[config.mk]
export PLATFORM = sky130hd
export DESIGN_NAME = tap_vector_assembler_flat
export DESIGN_NICKNAME = d
export VERILOG_FILES = /design/src/rtl/tap_vector_assembler_if.sv /design/src/rtl/tap_vector_assembler.sv /design/src/flat_wrapper.sv
export SDC_FILE = /design/constraint.sdc
export NUM_CORES = 1
export LEC_CHECK = 0
export ABC_AREA = 1
export CAP_MARGIN = 10
export CORE_ASPECT_RATIO = 0.6
export CORE_MARGIN = 3
export CORE_UTILIZATION = 45
export DETAILED_ROUTE_END_ITERATION = 8
export PLACE_DENSITY = 0.75
export SETUP_SLACK_MARGIN = 0.02
export SYNTH_ARGS = -nofsm -noshare
export SYNTH_HDL_FRONTEND = slang
export SYNTH_SLANG_ARGS = --single-unit
export TNS_END_PERCENT = 1
[constraint.sdc]
create_clock -name clk -period 4.5 [get_ports clk]
set_clock_uncertainty 0.15 [all_clocks]
set_input_delay 0.9 -clock clk [delete_from_list [all_inputs] [get_ports clk]]
set_output_delay 0.9 -clock clk [all_outputs]
set_load 0.03 [all_outputs]
[src/rtl/tap_vector_assembler_if.sv]
// Handshake bundle for the tap vector assembler: serial sample input side
// and parallel seven-lane output side. The assembler uses the slave view.
interface tap_vector_assembler_if #(
  parameter int W = 12
);
  logic                in_valid;
  logic signed [W-1:0] in_sample;
  logic                in_ready;
  logic                out_valid;
  logic                out_ready;
  logic signed [W-1:0] a_o;
  logic signed [W-1:0] b_o;
  logic signed [W-1:0] c_o;
  logic signed [W-1:0] d_o;
  logic signed [W-1:0] e_o;
  logic signed [W-1:0] f_o;
  logic signed [W-1:0] g_o;

  modport master (
    output in_valid, in_sample, out_ready,
    input  in_ready, out_valid, a_o, b_o, c_o, d_o, e_o, f_o, g_o
  );

  modport slave (
    input  in_valid, in_sample, out_ready,
    output in_ready, out_valid, a_o, b_o, c_o, d_o, e_o, f_o, g_o
  );
endinterface

[src/rtl/tap_vector_assembler.sv]
// Collects seven consecutive signed samples into one parallel vector (a oldest,
// g newest), in block or sliding-window mode, with synchronous flush.
module tap_vector_assembler #(
  parameter int W     = 12,
  parameter int SLIDE = 0,
  parameter int CNT_W = 8
) (
  input  logic                  clk,
  input  logic                  rst,
  input  logic                  flush,
  tap_vector_assembler_if.slave bus,
  output logic [CNT_W-1:0]      vec_cnt
);

  typedef enum logic {
    S_FILL = 1'b0,
    S_HOLD = 1'b1
  } state_e;

  state_e              state_q;
  logic [2:0]          fill_q;
  logic                out_valid_q;
  logic [CNT_W-1:0]    cnt_q;
  logic [CNT_W-1:0]    cnt_d;
  logic signed [W-1:0] lane_q [7];
  logic signed [W-1:0] lane_d [7];
  logic                accept;
  logic                emit;

  // While holding, input is only taken when the held vector leaves this cycle.
  assign bus.in_ready  = (state_q == S_FILL) ? 1'b1 : bus.out_ready;
  assign bus.out_valid = out_valid_q;
  assign accept        = bus.in_valid && bus.in_ready;
  assign emit          = out_valid_q && bus.out_ready;

  always_comb begin
    for (int i = 0; i < 6; i++) begin
      lane_d[i] = lane_q[i+1];
    end
    lane_d[6] = bus.in_sample;
    cnt_d     = cnt_q + {{(CNT_W-1){1'b0}}, emit};
  end

  always_ff @(posedge clk) begin
    if (rst) begin
      state_q     <= S_FILL;
      fill_q      <= 3'd0;
      out_valid_q <= 1'b0;
      cnt_q       <= '0;
      for (int i = 0; i < 7; i++) lane_q[i] <= '0;
    end else if (flush) begin
      state_q     <= S_FILL;
      fill_q      <= 3'd0;
      out_valid_q <= 1'b0;
      for (int i = 0; i < 7; i++) lane_q[i] <= '0;
    end else begin
      if (accept) begin
        for (int i = 0; i < 7; i++) lane_q[i] <= lane_d[i];
      end
      cnt_q <= cnt_d;
      case (state_q)
        S_FILL: begin
          if (accept) begin
            fill_q <= fill_q + 3'd1;
            if (fill_q == 3'd6) begin
              state_q     <= S_HOLD;
              out_valid_q <= 1'b1;
            end
          end
        end
        S_HOLD: begin
          // Sliding mode keeps the window; an emit without a new sample leaves it one short.
          if (emit) begin
            if (SLIDE == 0) begin
              state_q     <= S_FILL;
              out_valid_q <= 1'b0;
              fill_q      <= accept ? 3'd1 : 3'd0;
            end else if (!accept) begin
              state_q     <= S_FILL;
              out_valid_q <= 1'b0;
              fill_q      <= 3'd6;
            end
          end
        end
        default: begin
          state_q     <= S_FILL;
          out_valid_q <= 1'b0;
          fill_q      <= 3'd0;
        end
      endcase
    end
  end

  assign bus.a_o = lane_q[0];
  assign bus.b_o = lane_q[1];
  assign bus.c_o = lane_q[2];
  assign bus.d_o = lane_q[3];
  assign bus.e_o = lane_q[4];
  assign bus.f_o = lane_q[5];
  assign bus.g_o = lane_q[6];
  assign vec_cnt = cnt_q;

endmodule

[src/flat_wrapper.sv]
// flat-port wrapper written by rule: the top's interface ports become plain ports
module tap_vector_assembler_flat 
#(
  parameter int W     = 12,
  parameter int SLIDE = 0,
  parameter int CNT_W = 8
)
  (clk, rst, flush, vec_cnt, bus_in_valid, bus_in_sample, bus_out_ready, bus_in_ready, bus_out_valid, bus_a_o, bus_b_o, bus_c_o, bus_d_o, bus_e_o, bus_f_o, bus_g_o);
  tap_vector_assembler_if #(.W(W)) bus_i ();
  input  logic clk;
  input  logic rst;
  input  logic flush;
  output logic [CNT_W-1:0] vec_cnt;
  input wire logic [$bits(bus_i.in_valid)-1:0] bus_in_valid;
  input wire logic [$bits(bus_i.in_sample)-1:0] bus_in_sample;
  input wire logic [$bits(bus_i.out_ready)-1:0] bus_out_ready;
  output wire logic [$bits(bus_i.in_ready)-1:0] bus_in_ready;
  output wire logic [$bits(bus_i.out_valid)-1:0] bus_out_valid;
  output wire logic [$bits(bus_i.a_o)-1:0] bus_a_o;
  output wire logic [$bits(bus_i.b_o)-1:0] bus_b_o;
  output wire logic [$bits(bus_i.c_o)-1:0] bus_c_o;
  output wire logic [$bits(bus_i.d_o)-1:0] bus_d_o;
  output wire logic [$bits(bus_i.e_o)-1:0] bus_e_o;
  output wire logic [$bits(bus_i.f_o)-1:0] bus_f_o;
  output wire logic [$bits(bus_i.g_o)-1:0] bus_g_o;
  assign bus_i.in_valid = bus_in_valid;
  assign bus_i.in_sample = bus_in_sample;
  assign bus_i.out_ready = bus_out_ready;
  assign bus_in_ready = bus_i.in_ready;
  assign bus_out_valid = bus_i.out_valid;
  assign bus_a_o = bus_i.a_o;
  assign bus_b_o = bus_i.b_o;
  assign bus_c_o = bus_i.c_o;
  assign bus_d_o = bus_i.d_o;
  assign bus_e_o = bus_i.e_o;
  assign bus_f_o = bus_i.f_o;
  assign bus_g_o = bus_i.g_o;
  tap_vector_assembler #(.W(W), .SLIDE(SLIDE), .CNT_W(CNT_W)) u_core (.clk(clk), .rst(rst), .flush(flush), .bus(bus_i), .vec_cnt(vec_cnt));
endmodule
# --- After elaboration in Yosys (flattened, before gate mapping) ---
# Memories as Yosys holds them, arrays and structs flattened.
# Index checks and enable logic that the tools add are counted.
word_totals:
  ff_bits: 13
  ram_bits: 84
  in_bits: 17
  n_memories: 1
mem_list:
  columns: ["name", "words", "word_bits", "rd", "rd_ports_with_merged_regs", "wr", "line", "source"]
  rows:
  - ["u_core.lane_q", 7, 12, 7, 0, 7, "tap_vector_assembler.sv:25", "logic signed [W-1:0] lane_q [7];"]
classes:
  addsub: 2
  n_eq_ne: 4
  muxes: 36
  n_bitwise: 15
  reduce_logical: 5
op_table:
  columns: ["op", "count"]
  rows:
  - ["two-way mux 12 bit", 14]
  - ["two-way mux 1 bit", 17]
  - ["bitwise OR 1 bit", 14]
  - ["adder 8 x 1 -> 8 bit", 1]
  - ["two-way mux 3 bit", 2]
  - ["case mux 3 bit (2 select lines)", 1]
  - ["!= test 2 bit, second input constant", 2]
  - ["case mux 1 bit (2 select lines)", 2]
  - ["adder 3 x 1 -> 3 bit, second input constant", 1]
  - ["equality test 3 bit, second input constant", 1]
  - ["AND reduction 3 bit", 1]
  - ["logical AND 1 bit", 2]
  - ["!= test 2 x 1 -> 1 bit, second input constant", 1]
  - ["AND reduction 2 bit", 1]
  - ["OR reduction 2 bit", 1]
  - ["NOT 1 bit", 1]

# --- Logic depth before layout (Yosys ltp) ---
# Gate-level depths: netlist of the first run.
logic_depth:
  depth_word: 7
  mapped_depth: 8

# --- Least setup slack after synthesis of the first run ---
# Ideal clock, no wire load.
synth_path:
  path_type: "input -> register"
  from: "input port bus_out_ready"
  to: "memory u_core.lane_q[1][0] (enable)"
  setup_time_ns: 0.394
  t_arrival_ns: 2.218
  required_time_ns: 3.956
  path_slack_ns: 1.738
  stages: 6
  path_buffers: 2
  cell_sequence: "inv_2 -> a21oi_4 -> nand2_2 -> buf_6 -> buf_6 -> nand2_1"
synth_rtl:
  columns: ["element", "line", "source"]
  rows:
  - ["start, declared", "flat_wrapper.sv:16", "input wire logic [$bits(bus_i.out_ready)-1:0] bus_out_ready;"]
  - ["end, declared", "tap_vector_assembler.sv:25", null]

# --- Final worst setup path of the first run ---
layout_path:
  from: "input port bus_out_ready"
  to: "output port bus_in_ready"
layout_via:
  elab_chain_len: 1
layout_lines:
  columns: ["element", "line", "source"]
  rows:
  - ["two-way mux 1 bit", "tap_vector_assembler.sv:31", "assign bus.in_ready = (state_q == S_FILL) ? 1'b1 : bus.out_ready;"]
  - ["end, declared", "flat_wrapper.sv:17", "output wire logic [$bits(bus_i.in_ready)-1:0] bus_in_ready;"]
# No other way between the ends.

==> impl_metrics.json, run 1 <==
{
  "status": "complete, no violations",
  "finalCriticalPeriod_ns": 3.34,
  "die_w_um": 129,
  "cts_buffers": 9,
  "postCtsHoldBufs": 0,
  "ys_ff_latch": 97,
  "vias_per_cell": 4.52,
  "hold_path_end": "u_core.vec_cnt[4]",
  "fillCellCount": 701,
  "die-height_um": 79.6,
  "final_cell_mix": "110 x clkdlybuf4s50_1, 85 x inv_1, 72 x edfxtp_1, 38 x nor2_2, 36 x nor2_1",
  "path_clk_slew_ns": 0.07,
  "hold_viol": 0,
  "min_from": "u_core.vec_cnt[4]",
  "grt_max_degree": 49,
  "synthesis.nets": 394,
  "critPathRequiredTime_ns": 3.45,
  "syn_inst": 374,
  "fin_nets": 505,
  "netlist_area_um2": 4070,
  "clock_path_buffers": 2,
  "hpwl_um": 6000,
  "hold_ws_ns": 0.325,
  "power.leakage_nw": 2.05,
  "syn_avg_cell_area_um2": 10.9,
  "crit-reg2reg-capture": "u_core.lane_q[0][9]",
  "core-area_um2": 8650,
  "rows": 26,
  "initial_core_util_pct": 47.0,
  "yosysWarnings": 0,
  "wl_per_cell_um": 13.5,
  "drt_iter0_drc": 135,
  "track_usage_pct": 17.0,
  "via_count": 2723,
  "ctsResizeCount": 0,
  "utilization_pct": 63.9,
  "place.gp.congestion": 0.738,
  "max_slew.worst_pin.slew_ns": 0.742,
  "wl_um": 8100,
  "place_area_um2": 5220,
  "dp_cells": 586,
  "min_path_type": "flop to flop",
  "area.growth.synth_to_final_pct": 35.8,
  "ir_worst_vdd_uv": 306,
  "timing.rr.start": "u_core.state_q",
  "h-tree-depth": 3,
  "cp_max_fo": 5,
  "drv_cap": 0,
  "worst-r2r-cell-count": 4,
  "stdcell_area_um2": 5530,
  "antenna_found_initial": 0,
  "grt_pass1_vias": 2661,
  "root_buffer": "clkbuf_16",
  "fmax_mhz": 299,
  "clock-sinks": 97,
  "hold_depth": 2,
  "max_slew_margin_pct": 50.6,
  "yosysUniqueCellTypes": 23,
  "totalNegativeSetupSlack_ns": 0,
  "ant_nets": 0,
  "layout_commonest_cell": "clkdlybuf4s50_1",
  "dr.pass1.iters": 4,
  "dieArea_um2": 10300,
  "stdcell_count": 602,
  "path_class": "input pin to output pin",
  "finalSetupViolations": 0,
  "portBuffers": 110,
  "post-cts-setup-buffers": 0,
  "p_per_area_nw_per_um2": 367,
  "cts_tree": "yes",
  "cp-end-kind": "output pin",
  "critPathArrivalTime_ns": 2.29,
  "diodes": 0,
  "clk_latency_ns": 0.34,
  "grt-ovfl-total": 0,
  "rsz0062_at_grt": "no",
  "start_kind": "input pin",
  "grt_pass1_wl_um": 13400,
  "reg2reg_slack_ns": 2.13,
  "num_io_pins": 111,
  "final_layout_size_suffix_gt1_share_pct": 15.1,
  "drv_slew": 0,
  "ys_seq_area_share_pct": 65.5,
  "drc": 0,
  "fin_crit_sh_pct": 74.3
}
## state kept, by name, indices dropped and copies added, names as in the netlist
name                  cells
u_core.bus.out_valid      1
u_core.lane_q            84
u_core.state_q            1
u_core.vec_cnt            8
u_core.fill_q             3
## report_power, final
part | internal (W) | switching [W]
clock network | 0.000434 | 0.000326
registers | 0.00100 | 0.0000228
logic | 0.0000908 | 0.000155
total | 0.00153 | 0.000504
## critical path, stage by stage
cell and delay, ns:
clkdlybuf4s50_1 0.56, inv_2 0.07, nand2_1 0.09, clkdlybuf4s50_1 0.67
## layout make-up
class | instances | area [um^2] | share of cell area [%]
flip-flops and latches | 97 | 2660 | 48.2
clock inverters | 7 | 78.8 | 1.43
inverters | 88 | 330 | 5.98
well taps | 112 | 140 | 2.54
repair buffers | 114 | 1130 | 20.5
multi-input cells | 175 | 957 | 17.3
clock buffers | 9 | 225 | 4.08
## synthesized netlist by cell type
cell type / number / share of area, %
nand2_2: 1 / 0.15
dfxtp_1: 25 / 12
or2_2: 1 / 0.15
a31oi_1: 1 / 0.15
buf_8: 3 / 1.1
o21ai_0: 4 / 0.49
nor2_4: 10 / 2.8
inv_1: 85 / 7.8
nand2_1: 24 / 2.2
nor2_2: 38 / 5.8
nand3_1: 33 / 4.1
buf_4: 2 / 0.37
inv_2: 3 / 0.28
nor3_1: 1 / 0.12
edfxtp_1: 72 / 53
a21oi_4: 1 / 0.40
ha_1: 3 / 0.92
nor2_1: 36 / 3.3
buf_2: 5 / 0.62
clkbuf_1: 1 / 0.092
a21oi_1: 21 / 2.6
buf_6: 3 / 0.83
a22o_1: 1 / 0.22
## per-stage QoR
step                      worst slack, ns  total power [W]
after floorplan                      1.74          0.00118
after global placement               1.08          0.00129
after detailed placement            0.951          0.00129
after CTS                            1.14          0.00205
after global routing                 1.11          0.00211
final                                1.16          0.00203
## how the worst max path moves through the flow
stage,cells after the start,slack [ns],start,endpoint
6_report,4,1.16,bus_out_ready,bus_in_ready
3_5_place_dp,6,0.95,bus_out_ready,u_core.lane_q[0][3]
2_1_floorplan,6,1.74,bus_out_ready,u_core.lane_q[1][0]
3_3_place_gp,6,1.08,bus_out_ready,u_core.lane_q[0][6]
4_1_cts,4,1.14,bus_out_ready,bus_in_ready
5_1_grt,4,1.11,bus_out_ready,bus_in_ready
## logic make-up after synthesis
kind of cell	after synthesis	synth area share [%]
AO/OA/AOI/OAI	28	3.85
adder cells (fa/ha/maj)	3	0.923
buffers and inverters	102	11.1
flip-flops	97	65.5
AND/OR/NAND/NOR	144	18.6
## per-layer routing
layer	track usage (%)	vias to the layer above	routed length [um]
li1	-	1392	-
met1	21.3	1229	3600
met2	26.3	94	3610
met3	7.62	8	799
met4	5.35	0	92
met5	0	-	0
Note: power is estimated with default switching activity, not from simulation.
==> run 2, diff against run 1 <==
clock period = 3.4 ns   (was 4.5 ns; I/O delays follow)
==> run 2 against run 1 <==
Against the previous run:
- clock power up 47%
- die area unchanged
- routed wire length down 1.2%
- worst setup slack worse by 0.65 ns
- cell count up 0.17%
- highest routed layer unchanged
==> impl_metrics.json, run 2 (synthesis results as in run 1) <==
{
  "status": "complete, no violations",
  "grt-ovfl-total": 0,
  "die-height_um": 79.6,
  "power.leakage_nw": 2.08,
  "dieArea_um2": 10300,
  "drt_iter0_drc": 145,
  "h-tree-depth": 3,
  "antenna_found_initial": 0,
  "clock-sinks": 97,
  "hold_viol": 0,
  "min_path_type": "flop to flop",
  "crit_path_frequent_cell": "clkdlybuf4s50_1",
  "fmax_mhz": 345,
  "max_slew_margin_pct": 50.6,
  "totalNegativeSetupSlack_ns": 0,
  "largest_reg_flops": 84,
  "place.gp.congestion": 0.763,
  "layout_commonest_cell": "clkdlybuf4s50_1",
  "largest_register": "u_core.lane_q",
  "post-cts-setup-buffers": 0,
  "grt_pass1_wl_um": 13100,
  "place_area_um2": 5230,
  "path_class": "input pin to output pin",
  "via_count": 2733,
  "critPathLaunch": "bus_out_ready",
  "setup_ws_ns": 0.504,
  "area.growth.synth_to_final_pct": 36.8,
  "ant_nets": 0,
  "portBuffers": 110,
  "drc": 0,
  "die_w_um": 129,
  "final_cell_mix": "110 x clkdlybuf4s50_1, 85 x inv_1, 72 x edfxtp_1, 38 x nor2_2, 36 x nor2_1",
  "dr.pass1.iters": 5,
  "critPathRequiredTime_ns": 2.57,
  "timing.rr.start": "u_core.state_q",
  "hpwl_um": 5880,
  "num_io_pins": 111,
  "min_from": "u_core.vec_cnt[4]",
  "start_kind": "input pin",
  "root_buffer": "clkbuf_16",
  "track_usage_pct": 16.6,
  "core-area_um2": 8650,
  "grt_pass1_vias": 2740,
  "fin_nets": 506,
  "grt_max_degree": 49,
  "rows": 26,
  "slowest_delay_ns": 0.67,
  "finalCriticalPeriod_ns": 2.90,
  "ir_worst_vdd_uv": 305,
  "pre_cts_slack_ns": 0.494,
  "cts_buffers": 9,
  "wl_per_cell_um": 13.3,
  "initial_core_util_pct": 47.0,
  "cp-end-kind": "output pin",
  "final_layout_size_suffix_gt1_share_pct": 15.1,
  "cts_tree": "yes",
  "drv_cap": 0,
  "slowest_stage": "clkdlybuf4s50_1",
  "clock_path_buffers": 2,
  "rsz0062_at_grt": "no",
  "reg2reg_slack_ns": 1.55,
  "fillCellCount": 665,
  "diodes": 0,
  "stdcell_area_um2": 5570,
  "postCtsHoldBufs": 0,
  "cp_max_fo": 5,
  "vias_per_cell": 4.53,
  "wl_um": 8010,
  "fin_crit_sh_pct": 85.2,
  "clk_latency_ns": 0.33,
  "ctsResizeCount": 0,
  "path_clk_slew_ns": 0.06,
  "finalSetupViolations": 0,
  "cp_cell_sequence": "clkdlybuf4s50_1 > inv_2 > nand2_1 > clkdlybuf4s50_1",
  "p_per_area_nw_per_um2": 503,
  "drv_slew": 0,
  "critPathArrivalTime_ns": 2.07,
  "max_slew.worst_pin.slew_ns": 0.740
}
## run 2: final timing paths
kind | endpoint | cells after the start
min | u_core.vec_cnt[4] | 2
max | bus_in_ready | 4
max reg2reg | u_core.lane_q[2][8] | 4
min reg2reg | u_core.vec_cnt[4] | 2
## run 2: layout make-up
class | count | area, um^2 | area share [%]
inverters | 88 | 330 | 5.94
repair buffers | 115 | 1140 | 20.5
well taps | 112 | 140 | 2.52
clock inverters | 6 | 108 | 1.93
clock buffers | 10 | 229 | 4.11
multi-input cells | 175 | 957 | 17.2
flip-flops and latches | 97 | 2660 | 47.8
## run 2: through the flow
step	util (%)	instances	hold WS, ns	total power [W]
2_1_floorplan	-	374	0.329	0.00157
6_report	64.3	603	0.326	0.00280
5_1_grt	64.3	603	0.369	0.00290
4_1_cts	64.3	603	0.331	0.00283
3_5_place_dp	60.4	587	0.318	0.00171
3_3_place_gp	60.4	587	0.303	0.00170
## run 2: critical path, delay by kind of cell
kind	cells	cell delay (ns)
AND/OR/NAND/NOR	1	0.09
buffers and inverters	3	1.29
## run 2: layer usage
metal	track usage, %	share of wire [%]	vias to the layer above
li1	-	-	1390
met1	19.9	43	1247
met5	0	0	-
met2	27.0	46	92
met3	8.36	11	4
met4	3.77	0.31	0
## run 2: where the power goes
part / internal (W) / switching (W)
registers: 0.00132 / 0.0000277
logic: 0.000121 / 0.000206
clock network: 0.000716 / 0.000403
total: 0.00216 / 0.000637
